$ cat config.mk
export PLATFORM = sky130hd
export DESIGN_NAME = alu_cmd_sequencer
export DESIGN_NICKNAME = d
export VERILOG_FILES = /design/src/rtl/alu_cmd_sequencer_pkg.sv /design/src/rtl/alu_cmd_sequencer_fifo.sv /design/src/rtl/alu_cmd_sequencer.sv
export SDC_FILE = /design/constraint.sdc
export NUM_CORES = 1
export LEC_CHECK = 0
export CORE_MARGIN = 3
export CORE_UTILIZATION = 53
export CTS_BUF_LIST = sky130_fd_sc_hd__clkbuf_4 sky130_fd_sc_hd__clkbuf_8
export CTS_CLUSTER_DIAMETER = 150
export DETAILED_ROUTE_END_ITERATION = 12
export PLACE_DENSITY = 0.89
export SYNTH_ARGS = -nofsm -noshare
export SYNTH_HDL_FRONTEND = slang
export SYNTH_SLANG_ARGS = --single-unit
$ cat constraint.sdc
create_clock -name clk -period 3 [get_ports clk]
set_clock_uncertainty 0.05 [all_clocks]
set_input_delay 0.6 -clock clk [delete_from_list [all_inputs] [get_ports clk]]
set_output_delay 0.6 -clock clk [all_outputs]
set_load 0.02 [all_outputs]
$ cat src/rtl/alu_cmd_sequencer_pkg.sv
// Shared definitions for the ALU command sequencer: opcodes, FSM states and the queued command.
// The stored command carries the accumulator-select bit only when ALU_ACC_FWD_EN is defined.
package alu_cmd_sequencer_pkg;

  localparam int OP_W   = 4;
  localparam int DATA_W = 8;

  localparam logic [OP_W-1:0] OP_ADD = 4'b0000;
  localparam logic [OP_W-1:0] OP_SUB = 4'b0001;
  localparam logic [OP_W-1:0] OP_MUL = 4'b0010;
  localparam logic [OP_W-1:0] OP_DIV = 4'b0011;
  localparam logic [OP_W-1:0] OP_EQ  = 4'b1111;

  typedef enum logic [1:0] {
    S_IDLE = 2'd0,
    S_EXEC = 2'd1,
    S_RESP = 2'd2
  } state_t;

  typedef struct packed {
`ifdef ALU_ACC_FWD_EN
    logic              acc;
`endif
    logic [OP_W-1:0]   op;
    logic [DATA_W-1:0] a;
    logic [DATA_W-1:0] b;
  } cmd_t;

endpackage

$ cat src/rtl/alu_cmd_sequencer_fifo.sv
// Generic synchronous FIFO with first-word-fall-through read data.
// Full/empty come from an occupancy counter so push and pop may coincide at any fill level.
module alu_cmd_fifo #(
  parameter int WIDTH = 20,
  parameter int DEPTH = 4
) (
  input  logic             clk,
  input  logic             rst,
  input  logic             push,
  input  logic [WIDTH-1:0] wdata,
  input  logic             pop,
  output logic [WIDTH-1:0] rdata,
  output logic             full,
  output logic             empty
);

  localparam int PTR_W = $clog2(DEPTH);
  localparam int CNT_W = $clog2(DEPTH + 1);

  logic [WIDTH-1:0] mem [DEPTH];
  logic [PTR_W-1:0] wr_ptr;
  logic [PTR_W-1:0] rd_ptr;
  logic [CNT_W-1:0] count;
  logic             do_push;
  logic             do_pop;

  // A push into a full FIFO is dropped even when a pop happens on the same edge.
  assign full    = (count == CNT_W'(DEPTH));
  assign empty   = (count == '0);
  assign do_push = push && !full;
  assign do_pop  = pop && !empty;
  assign rdata   = mem[rd_ptr];

  always_ff @(posedge clk) begin
    if (rst) begin
      wr_ptr <= '0;
      rd_ptr <= '0;
      count  <= '0;
    end else begin
      if (do_push) wr_ptr <= wr_ptr + PTR_W'(1);
      if (do_pop)  rd_ptr <= rd_ptr + PTR_W'(1);
      case ({do_push, do_pop})
        2'b10:   count <= count + CNT_W'(1);
        2'b01:   count <= count - CNT_W'(1);
        default: count <= count;
      endcase
    end
  end

  always_ff @(posedge clk) begin
    if (do_push) mem[wr_ptr] <= wdata;
  end

endmodule

$ cat src/rtl/alu_cmd_sequencer.sv
// Issue stage for the 8-bit combinational ALU: queues commands, screens divide-by-zero, captures responses.
// Define ALU_ACC_FWD_EN to add the accumulator that can replace operand A.
module alu_cmd_sequencer
  import alu_cmd_sequencer_pkg::*;
#(
  parameter int          FIFO_DEPTH = 4,
  parameter logic [7:0]  ERR_VALUE  = 8'hFF
) (
  input  logic        clk,
  input  logic        rst,
  input  logic        cmd_valid,
  output logic        cmd_ready,
  input  logic [3:0]  cmd_op,
  input  logic [7:0]  cmd_a,
  input  logic [7:0]  cmd_b,
  input  logic        cmd_acc,
  output logic [7:0]  alu_a,
  output logic [7:0]  alu_b,
  output logic [3:0]  alu_sel,
  input  logic [7:0]  alu_out,
  input  logic [15:0] alu_mul,
  input  logic        alu_carry,
  output logic        rsp_valid,
  input  logic        rsp_ready,
  output logic [7:0]  rsp_result,
  output logic [7:0]  rsp_hi,
  output logic        rsp_carry,
  output logic        rsp_err,
  output logic        busy
);

  state_t state;
  state_t state_next;
  cmd_t   push_cmd;
  cmd_t   head;
  logic   fifo_full;
  logic   fifo_empty;
  logic   fifo_pop;
  logic   capture;
  logic   rsp_hs;
  logic   pend_err;
  logic   unused_bits;

  assign push_cmd.op = cmd_op;
  assign push_cmd.a  = cmd_a;
  assign push_cmd.b  = cmd_b;
`ifdef ALU_ACC_FWD_EN
  logic [7:0] acc_q;
  assign push_cmd.acc = cmd_acc;
  assign unused_bits  = ^alu_mul[7:0];
`else
  assign unused_bits  = ^{alu_mul[7:0], cmd_acc};
`endif

  alu_cmd_fifo #(
    .WIDTH ($bits(cmd_t)),
    .DEPTH (FIFO_DEPTH)
  ) u_fifo (
    .clk   (clk),
    .rst   (rst),
    .push  (cmd_valid),
    .wdata (push_cmd),
    .pop   (fifo_pop),
    .rdata (head),
    .full  (fifo_full),
    .empty (fifo_empty)
  );

  always_ff @(posedge clk) begin
    if (rst) state <= S_IDLE;
    else     state <= state_next;
  end

  always_comb begin
    state_next = state;
    case (state)
      S_IDLE:  if (!fifo_empty) state_next = S_EXEC;
      S_EXEC:  state_next = S_RESP;
      S_RESP:  if (rsp_ready) state_next = S_IDLE;
      default: state_next = S_IDLE;
    endcase
  end

  always_comb begin
    fifo_pop  = (state == S_IDLE) && !fifo_empty;
    capture   = (state == S_EXEC);
    rsp_hs    = (state == S_RESP) && rsp_ready;
    rsp_valid = (state == S_RESP);
    busy      = (state != S_IDLE) || !fifo_empty;
    cmd_ready = !fifo_full;
  end

  // A zero divisor is swapped for 1 so the ALU never divides by zero; the error is reported instead.
  always_ff @(posedge clk) begin
    if (rst) begin
      alu_a    <= '0;
      alu_b    <= '0;
      alu_sel  <= '0;
      pend_err <= 1'b0;
    end else if (fifo_pop) begin
      alu_sel <= head.op;
`ifdef ALU_ACC_FWD_EN
      alu_a   <= head.acc ? acc_q : head.a;
`else
      alu_a   <= head.a;
`endif
      if (head.op == OP_DIV && head.b == 8'd0) begin
        alu_b    <= 8'd1;
        pend_err <= 1'b1;
      end else begin
        alu_b    <= head.b;
        pend_err <= 1'b0;
      end
    end
  end

  always_ff @(posedge clk) begin
    if (rst) begin
      rsp_result <= '0;
      rsp_hi     <= '0;
      rsp_carry  <= 1'b0;
      rsp_err    <= 1'b0;
    end else if (capture) begin
      if (pend_err) begin
        rsp_result <= ERR_VALUE;
        rsp_hi     <= '0;
        rsp_carry  <= 1'b0;
        rsp_err    <= 1'b1;
      end else begin
        rsp_result <= alu_out;
        rsp_hi     <= (alu_sel == OP_MUL) ? alu_mul[15:8] : 8'd0;
        rsp_carry  <= (alu_sel == OP_ADD || alu_sel == OP_MUL) ? alu_carry : 1'b0;
        rsp_err    <= 1'b0;
      end
    end
  end

`ifdef ALU_ACC_FWD_EN
  // Only good results feed the accumulator; an error response leaves it untouched.
  always_ff @(posedge clk) begin
    if (rst)                      acc_q <= '0;
    else if (rsp_hs && !rsp_err)  acc_q <= rsp_result;
  end
`endif

endmodule

Word-level counts from Yosys, hierarchy flattened

Memories as Yosys holds them, arrays and structs flattened. A register that Yosys moved wholly into a read port is not among the register bits.
Cells that the tools add are included.

Register bits after elaboration: 48
Latch bits: 0
RAM bits: 80
Bits in read-only memories: 0
Bits of input ports: 50
Output and inout bits: 41
Memories kept: 1

Memories:

| memory     | words | width | rd ports | clocked after Yosys merged registers in | write ports | RTL line                     | RTL |
|---|---|---|---|---|---|---|---|
| u_fifo.mem | 4     | 20    | 1        | 1                                       | 1           | alu_cmd_sequencer_fifo.sv:20 | `logic [WIDTH-1:0] mem [DEPTH];` |

Add/sub/neg operators: 4
$mul: 0
Div/mod/pow operators: 0
Order comparisons: 0
Equal/unequal tests: 9
Shift operators: 0
Multiplexer cells: 16
Bitwise gates (word level): 0
Reductions and logical operators: 15

Operator list:

| operator                                                            | count |
|---|---|
| 8-bit two-way mux                                                   | 4 |
| 4-bit by 2-bit == test with 1-bit output (second input constant)    | 2 |
| 8-bit zero test                                                     | 1 |
| 2-bit two-way mux                                                   | 4 |
| 1-bit two-way mux                                                   | 6 |
| 2-bit one-hot mux with 3 select lines                               | 1 |
| 3-bit one-hot mux with 2 select lines                               | 1 |
| 2-bit by 1-bit adder with 2-bit output (second input constant)      | 2 |
| 2-bit by 1-bit == test with 1-bit output (second input constant)    | 2 |
| 2-bit == test (second input constant)                               | 2 |
| 1-bit logical AND                                                   | 4 |
| 4-bit zero test                                                     | 1 |
| 2-bit nonzero test                                                  | 2 |
| 3-bit by 1-bit adder with 3-bit output (second input constant)      | 1 |
| 3-bit == test (second input constant)                               | 1 |
| 3-bit zero test                                                     | 1 |
| 3-bit by 1-bit subtractor with 3-bit output (second input constant) | 1 |
| 1-bit zero test                                                     | 2 |
| 2-bit zero test                                                     | 1 |
| 1-bit logical OR                                                    | 2 |
| 2-bit by 1-bit != test with 1-bit output (second input constant)    | 1 |
| 2-bit != test (second input constant)                               | 1 |
| 2-bit AND reduction                                                 | 1 |

Longest topological paths before layout

Gate-level depths: netlist of run 1.

Depth after elaboration: 6
Mapped depth: 9
Gate-level depth less buffers: 8

Hierarchy

Synthesis of run 1 repeated with hierarchy kept, for this count alone.

Cell total of the unflattened synthesis: 347
Area, all modules: 4989.8 um2

Modules (own cells, without submodules):

| module            | times used | cells an instance | area each (um2) | seq. area each (um2) |
|---|---|---|---|---|
| alu_cmd_fifo      | 1          | 158               | 3362.0          | 2582.5 |
| alu_cmd_sequencer | 1          | 189               | 1627.8          | 820.8 |

Least setup slack after synthesis of run 1

OpenSTA, ideal clock, no wires.

Path type: register to register
Start: register u_fifo.count[0]
End: register u_fifo.count[2]
Arrival time: 2.282 ns
Data required time: 2.880 ns
Setup slack: 0.597 ns
Cell stages (with the launch flop): 10
Clock period less this slack: 2.403 ns
Path through: dfxtp_1 or3_1 nand2_1 inv_1 clkbuf_1 ha_1 fa_1 xnor2_1 or3_1 a21oi_1

Cells in the longest elaborated chain, start to end: 6
Elaborated cells between the ends (all ways): 13

Ends and longest elaborated chain:

| element                                                                     | RTL line                                              | RTL |
|---|---|---|
| start, declared                                                             | alu_cmd_sequencer_fifo.sv:23                          | `logic [CNT_W-1:0] count;` |
| start signal, assigned                                                      | alu_cmd_sequencer_fifo.sv:43                          | `2'b10: count <= count + CNT_W'(1);` |
| start signal, assigned                                                      | alu_cmd_sequencer_fifo.sv:44                          | `2'b01: count <= count - CNT_W'(1);` |
| start signal, assigned                                                      | alu_cmd_sequencer_fifo.sv:45                          | `default: count <= count;` |
| 3-bit zero test                                                             | alu_cmd_sequencer_fifo.sv:29                          | `assign empty = (count == '0);` |
| 1-bit zero test                                                             | alu_cmd_sequencer_fifo.sv:31, alu_cmd_sequencer.sv:85 |  |
| 1-bit logical AND                                                           | alu_cmd_sequencer.sv:85                               | `fifo_pop = (state == S_IDLE) && !fifo_empty;` |
| 1-bit logical AND                                                           | alu_cmd_sequencer_fifo.sv:31                          | `assign do_pop = pop && !empty;` |
| 2-bit by 1-bit == test with 1-bit output or 2-bit == test (tied branches)   | alu_cmd_sequencer_fifo.sv:42                          | `case ({do_push, do_pop})` |
| 3-bit one-hot mux with 2 select lines or 2-bit nonzero test (tied branches) | --                                                    |  |

Parallel ways exist; a longest one is shown, timed or not.
A chain may end at the register's enable or synchronous reset.

Worst setup path after layout of run 1

Start: register u_fifo.count[0]
End: output cmd_ready

Cells in the longest elaborated chain, start to end: 2

Ends and longest elaborated chain:

| element         | RTL line                     | RTL |
|---|---|---|
| 3-bit == test   | alu_cmd_sequencer_fifo.sv:28 | `assign full = (count == CNT_W'(DEPTH));` |
| 1-bit zero test | alu_cmd_sequencer.sv:90      | `cmd_ready = !fifo_full;` |
| end, declared   | alu_cmd_sequencer.sv:12      | `output logic cmd_ready,` |

Every way passes these cells.

==> metrics.yaml, run 1 <==
run_status:
  status: "completed"
global_route:
  grt_pass1_wl_mm: 14.8
  grtUsageTotal_pct: 19.4
  grt.overflow.total: 0
  grt_pass1_vias: 3014
  antenna_found_initial: 0
  grt_max_degree: 51
setup_path:
  crit_slowest_cell: "clkdlybuf4s50_1"
  crit_chain: "or3b_1, clkdlybuf4s50_1"
  cp-endpoint: "cmd_ready"
  worst-r2r-setup-slack_ns: 0.71
  r2r_cells: 8
  reg2reg_from: "u_fifo.count[0]"
  cp.required_ns: 2.35
  crit_fanout: 6
  path_buf_inv: 1
  cp.depth: 2
  cp_top_family: "buffers and inverters"
  slowest_delay_ns: 0.57
  critPathLaunchType: "register"
  reg2reg_to: "u_fifo.count[2]"
  arrival_ns: 1.82
  worst-setup-path-type: "register to output pin"
  cp-end-kind: "output pin"
  critPathLaunch: "u_fifo.count[0]"
logic_synthesis:
  async_flop_share_pct: 0
  syn-cell-area_sq_um: 4790
  ys_top_cells_by_count: "edfxtp_1, dfxtp_1, nand2_1"
  synth_top_cell_area_share_pct: 50.2
  yosysSeqAreaShare_pct: 71.1
  synthesis.nets: 385
  yosysWarnings: 0
  ys.flop_type: "edfxtp_1"
  netlist_instances: 329
  ys_ff_latch: 130
  synthTopCellsByArea: "edfxtp_1, dfxtp_1, mux4_2"
  synth.distinct_cells: 31
  syn_avg_cell_area_sq_um: 14.6
  yosysMostFrequentCell: "edfxtp_1"
  synth_top_area_cell: "edfxtp_1"
  synth-edff-count: 80
power:
  p_total_uw: 5660
  peakVddDrop_mv: 0.471
  power_density_nw_per_um2: 928
  p_leak_uw: 0.00208
cts:
  htreeDepth: 4
  clk_latency_ns: 0.41
  cts_root_buf: "clkbuf_8"
  cts_setup_buffers: 0
  post_cts_resized: 0
  cts_tree: "yes"
  numCtsBuffers: 17
  cts.path.max_buffers: 2
  cts_hold_buf: 0
  cts.sinks: 130
  cts.clk_slew.worst_paths_ns: 0.07
sta:
  finalHoldViolations: 0
  period_share_pct: 82.3
  period_needed_ns: 2.47
  setup_violations: 0
  setup_tns_ns: 0
  fin_ws_ns: 0.532
  max_freq_mhz: 405
  worstMarginPinSlew_ns: 0.899
  slew_headroom_pct: 40.1
  rsz0062_at_grt: "no"
  final_max_slew_viol_count: 0
  holdWs_ns: 0.404
routing:
  avgViaCountPerCell: 5.41
  first_iter_violations: 181
  drc: 0
  antenna_left: 0
  routed_wl_mm: 9.21
  drt_first_pass_iters: 5
  route.vias.total: 2916
  wl_per_cell_um: 17.1
die:
  die_w_um: 101
  rows: 34
  die_h_um: 101
  die_area_sq_um: 10200
  ios: 91
  core_region_area_sq_um: 8760
  start_util_pct: 54.7
placed_design:
  placed_cell_area_sq_um: 5730
  port_buffers: 81
  place_congestion: 0.762
  pre_cts_ws_ns: 0.288
  dp_hpwl_mm: 5.99
finish:
  num-nets-final: 475
  areaGrowthSynthToFinish_pct: 27.5
  antennaDiodeCount: 0
  drive_gt1_share_pct: 13.5
  final_area_sq_um: 6110
hold_path:
  hp-class: "register to register"
flow_run:
  maxCapViolCount: 0
-- sequential cells by signal, summed over array words and instances, names as in the netlist, named ones only --
register,count
pend_err,1
u_fifo.wr_ptr,2
alu_sel,4
rsp_hi,8
rsp_err,1
rsp_result,8
alu_a,8
alu_b,8
u_fifo.count,3
u_fifo.mem,80
rsp_carry,1
state,2
u_fifo.rd_ptr,2
-- per-stage QoR --
| stage | utilization (%) | instances |
|---|---|---|
| detailed placement | 65.3 | 508 |
| finish | 69.7 | 539 |
| global placement | 65.3 | 508 |
| floorplan | - | 329 |
| CTS | 69.7 | 539 |
| global route | 69.7 | 539 |
-- cells by family (layout without fill, tap and decap cells) --
| kind of cell | after synthesis | after routing | synth area share [%] |
|---|---|---|---|
| flip-flops | 130 | 130 | 71.1 |
| adder cells (fa/ha/maj) | 6 | 6 | 1.72 |
| buffers and inverters | 22 | 124 | 1.91 |
| AND/OR/NAND/NOR | 110 | 110 | 10.6 |
| multiplexers | 21 | 21 | 9.61 |
| XOR/XNOR | 5 | 5 | 0.914 |
| AO/OA/AOI/OAI | 35 | 35 | 4.23 |
-- placed cells by master, fill, tap and decap left out, types with 7 or more instances in the layout --
cell type	count
nor3_1	18
clkbuf_8	17
mux4_2	20
a22oi_1	8
a21oi_1	24
edfxtp_1	80
buf_4	7
nand2_1	45
clkdlybuf4s50_1	80
nor2_1	26
dfxtp_1	50
-- power breakdown --
| group | total, uW | leakage, uW | switching [uW] | internal [uW] |
|---|---|---|---|---|
| logic | 1840 | 0.000752 | 1010 | 830 |
| clock network | 1410 | 0.000185 | 611 | 796 |
| registers | 2420 | 0.00114 | 186 | 2230 |
-- worst register-to-register path, delay by kind of cell (launching register included) --
kind	cells	cell delay, ns
AOI/OAI and AO/OA	1	0.15
DFF	1	0.44
xor gates and xnor gates	1	0.14
and+or+nand+nor	3	0.74
adders and majority gates	2	0.61
buffers and inverters	1	0.08
-- metal layers --
layer	vias up	share of wire [%]	GRT usage, %
met5	-	0	0
met4	0	1.9	8.08
met2	109	50	32.3
met1	1398	41	23.2
met3	18	7.2	6.23
li1	1391	-	-
-- how the worst min path moves through the flow --
stage,startpoint,cells past startpoint,end,slack [ns]
5_1_grt,alu_b[6],2,alu_b[6],0.43
3_5_place_dp,alu_a[5],2,alu_a[5],0.40
2_1_floorplan,u_fifo.wr_ptr[1],2,u_fifo.wr_ptr[1],0.42
4_1_cts,alu_a[5],2,alu_a[5],0.41
3_3_place_gp,rsp_carry,2,rsp_carry,0.39
6_report,alu_a[5],2,alu_a[5],0.40
-- final cells by class --
class                   count  area (sq um)
repair buffers             89           878
flip-flops and latches    130          3400
fillers                   605          2660
inverters                   4          15.0
multi-input cells         177          1290
clock inverters            14           146
well taps                 108           135
clock buffers              17           234
Note: power is estimated with default switching activity, not from simulation.
==> inputs of run 2 (changes only) <==
==> constraint.sdc (replaced) <==
create_clock -name clk -period 2.4 [get_ports clk]
set_clock_uncertainty 0.05 [all_clocks]
set_input_delay 0.48 -clock clk [delete_from_list [all_inputs] [get_ports clk]]
set_output_delay 0.48 -clock clk [all_outputs]
set_load 0.02 [all_outputs]
==> run 2 against run 1 <==
Non-clock buffer count increased by 6. Total power increased by 32%. Largest power group unchanged. Critical path type is now register to register. Sequential share of layout area shrank 1.1 points.
==> metrics.yaml, run 2 (synthesis results as in run 1) <==
power:
  p_leak_uw: 0.00215
  peakVddDrop_mv: 0.674
  power_density_nw_per_um2: 1200
die:
  die_h_um: 101
  start_util_pct: 54.7
  die_w_um: 101
  ios: 91
  rows: 34
  die_area_sq_um: 10200
  core_region_area_sq_um: 8760
global_route:
  grt_pass1_vias: 3234
  grt_pass1_wl_mm: 15.9
  grt_max_degree: 32
  grt.overflow.total: 0
  antenna_found_initial: 0
  grtUsageTotal_pct: 20.6
sta:
  period_share_pct: 92.4
  max_freq_mhz: 451
  worstMarginPinSlew_ns: 0.665
  finalHoldViolations: 0
  setup_violations: 0
  final_max_slew_viol_count: 0
  slew_headroom_pct: 55.7
  period_needed_ns: 2.22
  setup_tns_ns: 0
  rsz0062_at_grt: "no"
  fin_ws_ns: 0.182
routing:
  drc: 0
  first_iter_violations: 153
  wl_per_cell_um: 18.0
  route.vias.total: 3040
  drt_first_pass_iters: 4
  avgViaCountPerCell: 5.57
  routed_wl_mm: 9.80
  antenna_left: 0
finish:
  finalNonFillerCells: 546
  largest_reg_flops: 80
  antennaDiodeCount: 0
  final_common_cell: "edfxtp_1"
  finalCoreUtilization_pct: 71.1
  num-nets-final: 481
  drive_gt1_share_pct: 15.8
  areaGrowthSynthToFinish_pct: 30.1
  top_register: "u_fifo.mem"
  final_cell_mix: "edfxtp_1, clkdlybuf4s50_1, dfxtp_1"
cts:
  cts_root_buf: "clkbuf_8"
  cts_tree: "yes"
  clk_latency_ns: 0.42
  cts.path.max_buffers: 2
  cts_hold_buf: 0
  cts.sinks: 130
  htreeDepth: 4
  cts.clk_slew.worst_paths_ns: 0.07
  numCtsBuffers: 17
setup_path:
  worst-r2r-setup-slack_ns: 0.18
  critPathLaunch: "u_fifo.count[0]"
  cp-endpoint: "u_fifo.count[2]"
  slowest_delay_ns: 0.44
  worst-setup-path-type: "register to register"
  reg2reg_from: "u_fifo.count[0]"
  cp.required_ns: 2.71
  cp-end-kind: "register"
  crit_fanout: 6
  crit_slowest_cell: "dfxtp_1"
  reg2reg_to: "u_fifo.count[2]"
  r2r_cells: 8
  arrival_ns: 2.52
  critPathLaunchType: "register"
  crit_chain: "or3b_1, and2_1, inv_1, ha_1, fa_1, xnor2_1, or3_1, a21oi_1"
placed_design:
  dp_hpwl_mm: 6.35
  place_congestion: 0.742
  pre_cts_ws_ns: -0.0815
  port_buffers: 81
  place_inst: 514
flow_run:
  maxCapViolCount: 0
run_status:
  status: "completed"
hold_path:
  hp-class: "register to register"
[run 2: changes by cell type in the layout (fill, tap and decap cells not counted), moves of 2 or more]
| cell | before | now |
|---|---|---|
| buf_4 | 7 | 13 |
| clkinv_1 | 5 | 1 |
| bufinv_16 | 3 | 5 |
| clkinv_4 | 0 | 2 |
[run 2: routing by layer]
metal,wire [um],vias to the layer above,global-route usage [%],part of all wire [%]
met5,0,-,0,0
met4,189,0,8.38,1.9
met3,660,21,5.67,6.7
met2,5090,123,34.8,52
met1,3870,1492,25.0,39
li1,-,1404,-,-
[run 2: worst min path at each step]
stage / startpoint / end / slack [ns] / depth (start not counted)
6_report: rsp_err / rsp_err / 0.40 / 2
5_1_grt: alu_a[3] / alu_a[3] / 0.43 / 2
3_3_place_gp: rsp_err / rsp_err / 0.39 / 2
3_5_place_dp: rsp_err / rsp_err / 0.40 / 2
2_1_floorplan: u_fifo.wr_ptr[1] / u_fifo.wr_ptr[1] / 0.42 / 2
4_1_cts: alu_b[6] / alu_b[6] / 0.41 / 2
[run 2: layout make-up]
cell class,instances,area [sq um]
tap,108,135
fill,566,2530
timing repair buffer,95,926
multi-input combinational,177,1290
inverter,4,15.0
clock inverter,14,210
clock buffer,18,248
sequential,130,3400
[run 2: report_power, final]
group | internal (uW) | switching, uW | leakage [uW] | total, uW
Combinational | 1060 | 1320 | 0.000783 | 2380
Sequential | 2780 | 201 | 0.00114 | 2990
Clock | 1260 | 834 | 0.000226 | 2090
[run 2: through the flow]
stage / hold WS [ns] / power (uW) / instance area, sq um
final: 0.403 / 7470 / 6230
after CTS: 0.408 / 7540 / 6230
after detailed placement: 0.397 / 5420 / 5770
after global placement: 0.391 / 5310 / 5770
after floorplan: 0.419 / 4450 / 4790
after global routing: 0.429 / 7860 / 6230
[run 2: repair_timing]
item	4_1_cts	5_1_grt
hold endpoints to repair	0	0
gates resized for setup	0	1
setup buffers	0	0
endpoints found under the setup margin	0	1
[run 2: worst max-delay path, delay by kind of cell, from the launching register on]
kind / cells / cell delay, ns
buffers and inverters: 1 / 0.06
xor gates and xnor gates: 1 / 0.14
adders and majority gates: 2 / 0.61
DFF: 1 / 0.44
AOI/OAI and AO/OA: 1 / 0.14
and+or+nand+nor: 3 / 0.72
